<file path="src/rtl/bus_arbiter_2m_pkg.sv">
// Shared definitions for the two-master bus arbiter: state encoding,
// owner encoding and default bus widths.
package bus_arbiter_2m_pkg;

    // Default widths, matching the downstream 1-master/2-slave bus.
    localparam int DEF_ADDR_W = 8;
    localparam int DEF_DATA_W = 32;

    // Arbiter FSM state encoding. Kept as plain constants so older code
    // that compares against raw 2-bit values still lines up.
    localparam logic [1:0] ST_IDLE = 2'b00;
    localparam logic [1:0] ST_GNT0 = 2'b01;
    localparam logic [1:0] ST_GNT1 = 2'b10;

    // Which master a bus cycle belongs to, used to steer read data back.
    typedef enum logic [1:0] {
        OWN_NONE = 2'b00,
        OWN_M0   = 2'b01,
        OWN_M1   = 2'b10
    } owner_t;

    // Map an FSM state onto the master that owns the bus in that state.
    function automatic owner_t owner_of(input logic [1:0] st);
        owner_t own;
        own = OWN_NONE;
        if (st == ST_GNT0) begin
            own = OWN_M0;
        end else if (st == ST_GNT1) begin
            own = OWN_M1;
        end
        return own;
    endfunction

endpackage

</file>
<file path="src/rtl/bus_arbiter_2m_arb_master_mux.sv">
// 2:1 master-signal multiplexer. Forwards the selected master's write
// enable, address and write data; with neither selected everything is
// zero so the bus never sees a stray write.
module arb_master_mux
    import bus_arbiter_2m_pkg::*;
#(
    parameter int ADDR_W = DEF_ADDR_W,
    parameter int DATA_W = DEF_DATA_W
) (
    input  logic              sel0,
    input  logic              sel1,
    input  logic              m0_wr,
    input  logic [ADDR_W-1:0] m0_addr,
    input  logic [DATA_W-1:0] m0_dout,
    input  logic              m1_wr,
    input  logic [ADDR_W-1:0] m1_addr,
    input  logic [DATA_W-1:0] m1_dout,
    output logic              bus_wr,
    output logic [ADDR_W-1:0] bus_addr,
    output logic [DATA_W-1:0] bus_dout
);

    // Pick the selected master's signals, zero when the bus is idle.
    always_comb begin
        bus_wr   = 1'b0;
        bus_addr = '0;
        bus_dout = '0;
        if (sel0) begin
            bus_wr   = m0_wr;
            bus_addr = m0_addr;
            bus_dout = m0_dout;
        end else if (sel1) begin
            bus_wr   = m1_wr;
            bus_addr = m1_addr;
            bus_dout = m1_dout;
        end
    end

endmodule

</file>
<file path="src/rtl/bus_arbiter_2m.sv">
// Two-master round-robin arbiter with bounded hold time, sitting in front
// of the single-master bus. Drives the bus master port from the granted
// master and returns read data to whichever master issued the access.
module bus_arbiter_2m
    import bus_arbiter_2m_pkg::*;
#(
    parameter int ADDR_W   = DEF_ADDR_W,
    parameter int DATA_W   = DEF_DATA_W,
    parameter int MAX_HOLD = 16,
    parameter int CNT_W    = 5
) (
    input  logic              clk,
    input  logic              reset,
    input  logic              M0_req,
    input  logic              M0_wr,
    input  logic [ADDR_W-1:0] M0_addr,
    input  logic [DATA_W-1:0] M0_dout,
    input  logic              M1_req,
    input  logic              M1_wr,
    input  logic [ADDR_W-1:0] M1_addr,
    input  logic [DATA_W-1:0] M1_dout,
    output logic              M0_grant,
    output logic              M1_grant,
    output logic [DATA_W-1:0] M0_din,
    output logic [DATA_W-1:0] M1_din,
    output logic              B_req,
    output logic              B_wr,
    output logic [ADDR_W-1:0] B_addr,
    output logic [DATA_W-1:0] B_dout,
    input  logic              B_grant,
    input  logic [DATA_W-1:0] B_din
);

    // Preemption is only active for a non-zero hold limit; HOLD_LAST is the
    // counter value at which the owner has used up its time slice.
    localparam bit               HOLD_EN   = (MAX_HOLD != 0);
    localparam logic [CNT_W-1:0] HOLD_LAST = HOLD_EN ? CNT_W'(MAX_HOLD - 1) : '0;

    logic [1:0]       state;
    logic [1:0]       state_next;
    logic             last;
    logic [CNT_W-1:0] hold_cnt;
    logic [CNT_W-1:0] hold_cnt_next;
    owner_t           owner_d;
    logic             slice_done;

    assign slice_done = HOLD_EN && (hold_cnt == HOLD_LAST);

    // Next-state decision: round-robin on ties, direct hand-over when the
    // owner lets go while the other waits, preemption when the slice ends.
    always_comb begin
        state_next = state;
        case (state)
            ST_IDLE: begin
                if (M0_req && M1_req) begin
                    state_next = last ? ST_GNT0 : ST_GNT1;
                end else if (M0_req) begin
                    state_next = ST_GNT0;
                end else if (M1_req) begin
                    state_next = ST_GNT1;
                end
            end
            ST_GNT0: begin
                if (!M0_req) begin
                    state_next = M1_req ? ST_GNT1 : ST_IDLE;
                end else if (M1_req && slice_done) begin
                    state_next = ST_GNT1;
                end
            end
            ST_GNT1: begin
                if (!M1_req) begin
                    state_next = M0_req ? ST_GNT0 : ST_IDLE;
                end else if (M0_req && slice_done) begin
                    state_next = ST_GNT0;
                end
            end
            default: state_next = ST_IDLE;
        endcase
    end

    // Hold counter: restarts on every state change, counts while the owner
    // keeps requesting, and parks at the last slot of the slice.
    always_comb begin
        hold_cnt_next = hold_cnt;
        if (state_next != state) begin
            hold_cnt_next = '0;
        end else if (HOLD_EN && !slice_done &&
                     (((state == ST_GNT0) && M0_req) ||
                      ((state == ST_GNT1) && M1_req))) begin
            hold_cnt_next = hold_cnt + 1'b1;
        end
    end

    // State, round-robin memory, hold counter and read-return owner.
    always_ff @(posedge clk or posedge reset) begin
        if (reset) begin
            state    <= ST_IDLE;
            last     <= 1'b1;
            hold_cnt <= '0;
            owner_d  <= OWN_NONE;
        end else begin
            state    <= state_next;
            hold_cnt <= hold_cnt_next;
            owner_d  <= owner_of(state);
            if (state_next != state) begin
                if (state_next == ST_GNT0) begin
                    last <= 1'b0;
                end else if (state_next == ST_GNT1) begin
                    last <= 1'b1;
                end
            end
        end
    end

    assign B_req    = (state != ST_IDLE);
    assign M0_grant = (state == ST_GNT0) && B_grant;
    assign M1_grant = (state == ST_GNT1) && B_grant;

    arb_master_mux #(
        .ADDR_W (ADDR_W),
        .DATA_W (DATA_W)
    ) u_bus_mux (
        .sel0     (state == ST_GNT0),
        .sel1     (state == ST_GNT1),
        .m0_wr    (M0_wr),
        .m0_addr  (M0_addr),
        .m0_dout  (M0_dout),
        .m1_wr    (M1_wr),
        .m1_addr  (M1_addr),
        .m1_dout  (M1_dout),
        .bus_wr   (B_wr),
        .bus_addr (B_addr),
        .bus_dout (B_dout)
    );

    // Read data goes only to the master that owned the previous bus cycle,
    // lining up with the bus's registered slave-select path.
    always_comb begin
        M0_din = (owner_d == OWN_M0) ? B_din : '0;
        M1_din = (owner_d == OWN_M1) ? B_din : '0;
    end

endmodule

</file>
<file path="config.mk">
export PLATFORM = sky130hd
export DESIGN_NAME = bus_arbiter_2m
export DESIGN_NICKNAME = d
export VERILOG_FILES = /design/src/rtl/bus_arbiter_2m_pkg.sv /design/src/rtl/bus_arbiter_2m_arb_master_mux.sv /design/src/rtl/bus_arbiter_2m.sv
export SDC_FILE = /design/constraint.sdc
export NUM_CORES = 1
export LEC_CHECK = 0
export ABC_AREA = 1
export BUFFER_PORTS_ARGS = -buffer_cell sky130_fd_sc_hd__buf_2
export CELL_PAD_IN_SITES_DETAIL_PLACEMENT = 0
export CELL_PAD_IN_SITES_GLOBAL_PLACEMENT = 1
export CORE_MARGIN = 2
export CORE_UTILIZATION = 14
export DETAILED_ROUTE_END_ITERATION = 8
export GPL_TIMING_DRIVEN = 0
export PLACE_DENSITY_LB_ADDON = 0.3
export SETUP_SLACK_MARGIN = 0.15
export SYNTH_ARGS = -nofsm -noshare
export SYNTH_HDL_FRONTEND = slang
export SYNTH_SLANG_ARGS = --single-unit
</file>
<file path="constraint.sdc">
create_clock -name clk -period 1.7 [get_ports clk]
set_input_delay 0.085 -clock clk [delete_from_list [all_inputs] [get_ports clk]]
set_output_delay 0.085 -clock clk [all_outputs]
set_load 0.05 [all_outputs]
</file>
# Word-level counts from Yosys, hierarchy flattened

Cells that the tools add are included.

Register bits after elaboration: 10
Input port bits: 119
Output and inout port bits: 108
Word-level logic and storage cells: 53

Add/sub/neg operators: 1
Equality and inequality tests: 8
Muxes and demuxes: 25
Reduce and logical (&&, ||, !) cells: 15

Operator list:

| kind                                                            | number |
|---|---|
| 32-bit two-way mux                                              | 4 |
| 2-bit two-way mux                                               | 11 |
| 8-bit two-way mux                                               | 2 |
| 5-bit two-way mux                                               | 2 |
| 1-bit logical AND                                               | 8 |
| 2-bit by 1-bit == test with 1-bit output, second input constant | 3 |
| 2-bit == test, second input constant                            | 3 |
| 2-bit case mux with 3 select lines                              | 1 |
| 2-bit nonzero test                                              | 3 |
| 5-bit by 1-bit adder with 5-bit output, second input constant   | 1 |
| 5-bit by 4-bit == test with 1-bit output, second input constant | 1 |
| 1-bit two-way mux                                               | 5 |
| 2-bit logical NOT                                               | 1 |
| 2-bit inequality test                                           | 1 |
| 2-bit AND reduction                                             | 1 |
| 1-bit logical NOT                                               | 1 |
| 1-bit logical OR                                                | 1 |

# Depth between registers and ports, before layout

Gate-level depths: netlist of run 1.

Depth in word-level cells: 8
Depth in mapped cells: 13
Mapped depth without buffers: 13

# Cells and area by module

A second synthesis of run 1 with hierarchy kept.

Cells, all modules: 331
Area total of the unflattened synthesis: 1931.9 um^2

Modules (own cells, without submodules):

| module         | times used | cells an instance | area an instance (um^2) | sequential area each (um^2) |
|---|---|---|---|---|
| bus_arbiter_2m | 1          | 193               | 1033.5                  | 251.5 |
| arb_master_mux | 1          | 138               | 898.4                   | 0.0 |

# Worst setup path after synthesis of run 1

Ideal clock, no wire load.

Path kind: register to register
From: register hold_cnt[0]
To: register last
Setup time: 0.076 ns
Arrival time: 1.768 ns
Data required time: 1.624 ns
Setup slack: -0.144 ns
Stages on the path, launching flop included: 13
Buffers on the path: 0
Period minus slack after synthesis: 1.844 ns
Cell sequence: dfrtp_1 -> ha_1 -> and3_1 -> ha_1 -> nand2_1 -> nand3_1 -> nand2_1 -> nand3_1 -> ha_1 -> inv_1 -> nand2_1 -> nand2_1 -> nand2_1

Longest elaborated chain between the ends: 8
Elaborated cells between the ends (all ways): 14
Those cells by class: 4 x eq/ne; 6 x mux; 4 x reduce/logical

RTL lines:

| element                                                                   | RTL line                                     | text |
|---|---|---|
| start, declared                                                           | bus_arbiter_2m.sv:42                         | `logic [CNT_W-1:0] hold_cnt;` |
| start signal, assigned                                                    | bus_arbiter_2m.sv:103                        | `hold_cnt <= hold_cnt_next;` |
| 5-bit by 4-bit == test with 1-bit output *                                | bus_arbiter_2m.sv:47                         | `assign slice_done = HOLD_EN && (hold_cnt == HOLD_LAST);` |
| 1-bit logical AND (on tied branches)                                      | bus_arbiter_2m.sv:73, bus_arbiter_2m.sv:66   |  |
| 2-bit two-way mux (on tied branches)                                      | bus_arbiter_2m.sv:73, bus_arbiter_2m.sv:66   |  |
| 2-bit two-way mux (on tied branches)                                      | bus_arbiter_2m.sv:71, bus_arbiter_2m.sv:64   |  |
| 2-bit case mux with 3 select lines *                                      | bus_arbiter_2m.sv:53                         | `case (state)` |
| named net state_next[0]                                                   | bus_arbiter_2m.sv:40                         | `logic [1:0] state_next;` |
| 2-bit by 1-bit == test with 1-bit output or 2-bit == test (tied branches) | bus_arbiter_2m.sv:106, bus_arbiter_2m.sv:108 |  |
| 2-bit nonzero test (no line)                                              | --                                           |  |
| 2-bit AND reduction (no line)                                             | --                                           |  |
| end signal, assigned                                                      | bus_arbiter_2m.sv:98                         | `last <= 1'b1;` |
| end signal, assigned                                                      | bus_arbiter_2m.sv:107                        | `last <= 1'b0;` |
| end signal, assigned                                                      | bus_arbiter_2m.sv:109                        | `last <= 1'b1;` |
| end, declared                                                             | bus_arbiter_2m.sv:41                         | `logic last;` |

Mark *: on every way through the listed nets, which the timed path passes. The rest lies on a longest branch.
A chain may end at the register's enable or synchronous reset.

# Worst setup path in the final report of run 1

From: register hold_cnt[1]
To: register last

The elaborated chain is that of the path after synthesis.

==> results of run 1 <==
[sequential cells by signal, indices dropped and copies added, names as in the netlist]
| register | count |
|---|---|
| hold_cnt | 5 |
| owner_d | 2 |
| state | 2 |
| last | 1 |
[metrics by stage]
| step | setup slack, ps | utilization, % | total power [mW] |
|---|---|---|---|
| after floorplan | -4.034 | - | 4.781 |
| after global placement | -95.19 | 28.15 | 6.037 |
| after detailed placement | -107.5 | 28.15 | 6.028 |
| after CTS | -15.85 | 36.95 | 7.925 |
| after global routing | -103.4 | 41.41 | 9.131 |
| final | -31.87 | 41.41 | 8.759 |
[area by class of cell]
class	count	area [sq um]
fill	995	5700
timing repair buffer	253	1976
multi-input combinational	164	1184
sequential	10	254.0
buffer	16	227.7
inverter	43	166.4
tap	133	166.4
clock buffer	4	55.05
[cells by family after synthesis]
group / after synthesis
AND/OR/NAND/NOR: 112
buffers and inverters: 59
AO/OA/AOI/OAI: 46
flip-flops: 10
XOR/XNOR: 3
adder cells (fa/ha/maj): 3
[worst max-delay path: stages, from the launching register on]
cell	delay, ps
dfrtp_1	390
ha_2	190
and3_4	150
ha_4	170
nand2_4	60
nand3_2	60
nand2_2	90
nand3_4	110
ha_4	250
inv_2	50
nand2_1	40
nand2_1	50
nand2_1	40
[placed cells by master, fill, tap and decap left out, types with 6 or more instances in the layout]
master	Yosys	routed
dfrtp_1	9	7
clkbuf_4	0	16
inv_1	40	38
a22o_1	41	40
buf_8	0	13
buf_6	0	76
buf_2	3	135
nor2_1	75	43
clkbuf_16	0	6
nand2_1	20	16
buf_4	0	19
nor2_4	2	20
nor2_2	1	15
[timing repair]
action	4_1_cts	5_1_grt
endpoints found under the hold margin	9	0
hold buffers	1	0
cloned	4	5
setup buffers	13	5
resized for setup	210	93
endpoints found under the setup margin	107	103
pin swaps	21	28
[per-layer routing]
layer  vias to the layer above  GRT usage (%)
met3                        10          2.945
met5                         -              0
met4                         0          1.544
met2                        97          26.22
met1                      1193          15.19
li1                       1260              -
[power groups by stage]
stage	clock network (mW)	logic (mW)	registers [mW]
final	0.293	8.08	0.390
after floorplan	0	4.41	0.370
after CTS	0.304	7.23	0.391
after global routing	0.321	8.41	0.398
after global placement	0	5.65	0.383
after detailed placement	0	5.65	0.382
[worst max path at each step]
| stage | end | slack [ps] | cells past startpoint | start |
|---|---|---|---|---|
| after floorplan | M1_din[10] | -4 | 4 | owner_d[0]$_DFF_PP0_ |
| after global placement | last$_DFFE_PP1P_ | -100 | 12 | hold_cnt[0]$_DFFE_PP0P_ |
| after detailed placement | last$_DFFE_PP1P_ | -110 | 12 | hold_cnt[1]$_DFFE_PP0P_ |
| after CTS | last$_DFFE_PP1P_ | -20 | 13 | hold_cnt[0]$_DFFE_PP0P_ |
| after global routing | last$_DFFE_PP1P_ | -100 | 12 | hold_cnt[1]$_DFFE_PP0P_ |
| final | last$_DFFE_PP1P_ | -30 | 12 | hold_cnt[1]$_DFFE_PP0P_ |
==> flow_metrics.py, run 1 <==
metrics = {
    "outcome": {
        "status": "finished with violations",
        "violations": "negative setup slack",
    },
    "global_routing": {
        "grt_overflow_total": 0,
        "grt_pass1_vias": 2410,
        "grt_use_total_pct": 13.42,
        "grt_pass1_wl_um": 12150,
        "grt_max_degree": 11,
        "antenna_found_initial": 0,
    },
    "cells_and_area": {
        "layout-drive-gt1-share_pct": 68.16,
        "synthToLayoutAreaGrowth_pct": 188.5,
        "design_area_sq_mm": 0.004029,
        "n_antenna_cell": 0,
        "finalNetCount": 613,
        "stdcell_count": 623,
    },
    "pwr": {
        "p_int_mw": 3.643,
        "vdd_drop_max_uv": 978.1,
        "p_clk_share_pct": 3.3,
        "power.leakage_nw": 2.224,
        "switchingPower_mw": 5.116,
        "power_density_mw_per_mm2": 2174,
        "p_seq_share_pct": 4.5,
        "swShare_pct": 58.40,
        "p_comb_share_pct": 92.2,
    },
    "route": {
        "wl_met2_um": 4583,
        "routedWlPerCell_um": 13.43,
        "wirelength_um": 8366,
        "routed.top_layer": "met4",
        "dr_wl_met3_um": 461,
        "met1_length_um": 3220,
        "drt-pass1-iter-count": 4,
        "vias_per_cell": 4.109,
        "drcViolationCount": 0,
        "ant_nets": 0,
        "dr.first_iter.drc_count": 134,
        "vias": 2560,
    },
    "sta": {
        "hold_violations": 0,
        "setup_viol": 1,
        "tightest_slew_ps": 379.2,
        "slew_headroom_pct": 74.69,
        "rsz0062_at_grt": "yes",
        "tns_ps": -31.87,
        "fmax_ghz": 0.5774,
        "hold_ws_ps": 270.7,
        "final.min_clock_period_ps": 1732,
        "fin_worst_skew_ps": 4.529,
        "finalMaxSlewViolations": 0,
        "fin_crit_sh_pct": 101.9,
        "finalWorstSetupSlack_ps": -31.87,
    },
    "min_path": {
        "hp-start": "M0_req",
        "hold_path_end": "state[1]$_DFF_PP0_",
        "worstHoldPathType": "input pin to flip-flop",
        "min_path_cells": 4,
    },
    "floorplanning": {
        "dieArea_sq_mm": 0.01079,
        "die_width_um": 103.9,
        "num_rows": 36,
        "io_pins": 227,
        "core_sq_mm": 0.009729,
        "initial_core_util_pct": 14.35,
        "fp.dieH_um": 103.9,
    },
    "setup_path": {
        "cp.required_ps": 1870,
        "cp_data_arrival_time_ps": 1900,
        "worst_r2r_startpoint": "hold_cnt[1]$_DFFE_PP0P_",
        "rrSetupSlack_ps": -30,
        "reg2reg_depth": 12,
        "endpoint_kind": "flip-flop",
        "regToRegEndpoint": "last$_DFFE_PP1P_",
        "critPathMaxFanout": 3,
        "start_kind": "flip-flop",
        "worstSetupPathType": "flip-flop to flip-flop",
    },
    "cts": {
        "h-tree-depth": 1,
        "cts_buffers": 3,
        "clock-sinks": 10,
        "worstSkewPairLatency_ps": 240,
        "cts_tree": "built",
        "path_clk_slew_ps": 50,
        "cts.path.max_buffers": 2,
        "cts_root_buf": "clkbuf_8",
    },
    "synthesis": {
        "syn-num-nets": 355,
        "synth_top_family_by_area": "simple AND/OR/NAND/NOR gates",
        "synth_cell_types": 22,
        "syn_inst": 233,
        "synth_xor_area_share_pct": 1.882,
        "synth_fa_ha_area_share_pct": 2.688,
        "synth_compound_area_share_pct": 27.87,
        "synthSimpleGateAreaFrac_pct": 33.42,
        "synth_warnings": 0,
        "synth.most_common_cell": "nor2_1",
        "synth_area_leaders": "a22o_1, nor2_1, dfrtp_1",
        "ys_ff_latch": 10,
        "synth-seq-area-share_pct": 18.01,
        "synth_edf_count": 0,
        "synthMuxAreaShare_pct": 0,
        "syn_area_per_cell_sq_um": 5.993,
        "synth-async-reset-ratio_pct": 100.0,
        "ys_top_cells_by_count": "nor2_1, a22o_1, inv_1",
        "netlist.top_cell.by_area": "a22o_1",
        "synth_top_area_share_pct": 25.72,
        "syn-cell-area_sq_mm": 0.001396,
        "synth_ff_type": "dfrtp_1",
    },
    "placement": {
        "placed_area_sq_mm": 0.002739,
        "portBuffers": 225,
        "placedCellCount": 591,
        "gp_congestion": 0.7961,
        "dp_hpwl_um": 5980,
    },
    "run": {
        "cap_violations": 0,
    },
}
No activity file was read; power rests on OpenSTA's default activity.
==> run 2, diff against run 1 <==
CAP_MARGIN = 30   (was not set)
CTS_BUF_LIST = sky130_fd_sc_hd__clkbuf_8   (was not set)
GPL_TIMING_DRIVEN = 1   (was 0)
==> run 2 against run 1 <==
The run still ends with negative setup slack left. Fmax down 0.75%. Hold slack better by 29 ps. Clock skew down 0.77 ps. Combinational power down 3.0%. Routed wire length up 4.0%. Design area down 8.2%. Highest routed layer unchanged. Clock power down 15%. Critical path depth unchanged. Cell count down 0.64%. Die area unchanged. Largest power group unchanged. Global-route usage up 0.61 points.
==> flow_metrics.py, run 2 (synthesized netlist as in run 1, its figures left out) <==
metrics = {
    "route": {
        "ant_nets": 0,
        "dr.first_iter.drc_count": 188,
        "vias": 2545,
        "vias_per_cell": 4.111,
        "drcViolationCount": 0,
        "drt-pass1-iter-count": 4,
        "wirelength_um": 8698,
        "routedWlPerCell_um": 14.05,
    },
    "setup_path": {
        "endpoint_kind": "flip-flop",
        "critPathMaxFanout": 3,
        "worstSetupPathType": "flip-flop to flip-flop",
        "cp_data_arrival_time_ps": 1910,
        "cp.required_ps": 1860,
        "start_kind": "flip-flop",
    },
    "placement": {
        "post-place-ws_ps": -79.91,
        "gp_congestion": 0.8077,
        "portBuffers": 226,
        "placedCellCount": 584,
        "dp_hpwl_um": 5826,
    },
    "global_routing": {
        "grt_use_total_pct": 14.04,
        "grt_max_degree": 33,
        "grt_pass1_wl_um": 12540,
        "grt_pass1_vias": 2428,
        "grt_overflow_total": 0,
        "antenna_found_initial": 0,
    },
    "cells_and_area": {
        "top_register": "hold_cnt",
        "multi_input_area_sq_mm": 0.001045,
        "top_regs": "hold_cnt x5, owner_d x2, state x2",
        "synthToLayoutAreaGrowth_pct": 164.8,
        "finalNetCount": 609,
        "n_antenna_cell": 0,
        "seqCellArea_sq_um": 252.7,
        "largest_reg_flops": 5,
        "fillCellCount": 997,
        "layout-drive-gt1-share_pct": 61.73,
        "final_cell_mix": "buf_2, nor2_1, buf_6",
        "layout_commonest_cell": "buf_2",
        "stdcell_count": 619,
    },
    "sta": {
        "rsz0062_at_grt": "yes",
        "fin_crit_sh_pct": 102.6,
        "fmax_ghz": 0.5731,
        "slew_headroom_pct": 73.45,
        "setup_viol": 14,
        "tightest_slew_ps": 397.8,
        "finalWorstSetupSlack_ps": -44.98,
        "finalMaxSlewViolations": 0,
        "hold_violations": 0,
        "fin_worst_skew_ps": 3.759,
        "tns_ps": -141.0,
        "final.min_clock_period_ps": 1745,
    },
    "floorplanning": {
        "dieArea_sq_mm": 0.01079,
        "fp.dieH_um": 103.9,
        "initial_core_util_pct": 14.35,
        "num_rows": 36,
        "die_width_um": 103.9,
        "core_sq_mm": 0.009729,
        "io_pins": 227,
    },
    "pwr": {
        "switchingPower_mw": 5.084,
        "vdd_drop_max_uv": 1045,
        "power.leakage_nw": 2.188,
        "p_clk_share_pct": 2.9,
        "p_seq_share_pct": 4.6,
        "p_int_mw": 3.397,
        "power_mw": 8.481,
        "p_comb_share_pct": 92.5,
        "power_density_mw_per_mm2": 2294,
        "swShare_pct": 59.95,
    },
    "cts": {
        "worstSkewPairLatency_ps": 230,
        "cts_buffers": 3,
        "clock-sinks": 10,
        "cts.path.max_buffers": 2,
        "cts_tree": "built",
        "path_clk_slew_ps": 50,
        "cts_root_buf": "clkbuf_8",
        "h-tree-depth": 1,
    },
    "outcome": {
        "violations": "negative setup slack",
        "status": "finished with violations",
    },
    "min_path": {
        "worstHoldPathType": "input pin to flip-flop",
    },
    "run": {
        "cap_violations": 0,
    },
}
==> run 2: cell types whose count changed in the layout (fill, tap and decap cells not counted), sizes merged <==
cell    delta
buf        -4
clkbuf     -2
inv        +1
or2        +1
==> run 2: worst max-delay path: stages (launching register included) <==
cell	delay, ps
dfrtp_1	380
ha_2	190
and3_4	150
ha_4	180
nand2_4	70
nand3_2	60
nand2_2	100
nand3_4	100
ha_4	260
inv_2	50
nand2_1	40
nand2_1	50
nand2_1	40
==> run 2: final cells by class <==
class,instances,area share [%]
Multi-Input combinational cell,165,28.26
Timing Repair Buffer,264,54.55
Clock buffer,3,1.117
Inverter,43,4.636
Sequential cell,10,6.836
Tap cell,133,4.501
Clock inverter,1,0.1015
==> run 2: per-stage QoR <==
step                      area [sq um]  utilization [%]  hold slack, ps
final                             3697            38.00           299.8
after global routing              3697            38.00           327.3
after CTS                         3441            35.37           288.5
after detailed placement          2765            28.42           106.8
after global placement            2765            28.42           102.4
after floorplan                   1446                -          -75.54
==> run 2: final timing paths <==
| kind | depth (start not counted) | slack [ps] | to | from |
|---|---|---|---|---|
| worst max-delay path | 12 | -40 | last$_DFFE_PP1P_ | hold_cnt[0]$_DFFE_PP0P_ |
| worst min-delay path | 4 | 300 | state[1]$_DFF_PP0_ | M0_req |
| worst max register to register | 12 | -40 | last$_DFFE_PP1P_ | hold_cnt[0]$_DFFE_PP0P_ |
| worst min register to register | 2 | 460 | last$_DFFE_PP1P_ | last$_DFFE_PP1P_ |
| max in group asynchronous | 3 | 990 | last$_DFFE_PP1P_ | reset |
| min in group asynchronous | 3 | 390 | state[0]$_DFF_PP0_ | reset |
==> run 2: metal layers <==
metal	track usage (%)	vias up	part of all wire, %
met5	0	-	0
met4	1.351	0	0.55
met3	2.569	6	6.9
met2	27.11	107	53
met1	16.54	1173	40
li1	-	1259	-
==> run 2: power groups by stage <==
stage | sequential, mW | combinational [mW] | clock (mW)
final | 0.389 | 7.84 | 0.248
after global routing | 0.399 | 8.15 | 0.268
after CTS | 0.373 | 7.30 | 0.252
after detailed placement | 0.378 | 5.74 | 0
after global placement | 0.377 | 5.76 | 0
after floorplan | 0.370 | 4.41 | 0
==> run 2: what timing repair did <==
item,in CTS,in global routing
gates cloned,6,4
setup endpoints to repair,79,70
hold buffers,1,0
buffers inserted,11,9
gates resized for setup,105,47
pin swaps,11,32
endpoints found under the hold margin,9,0
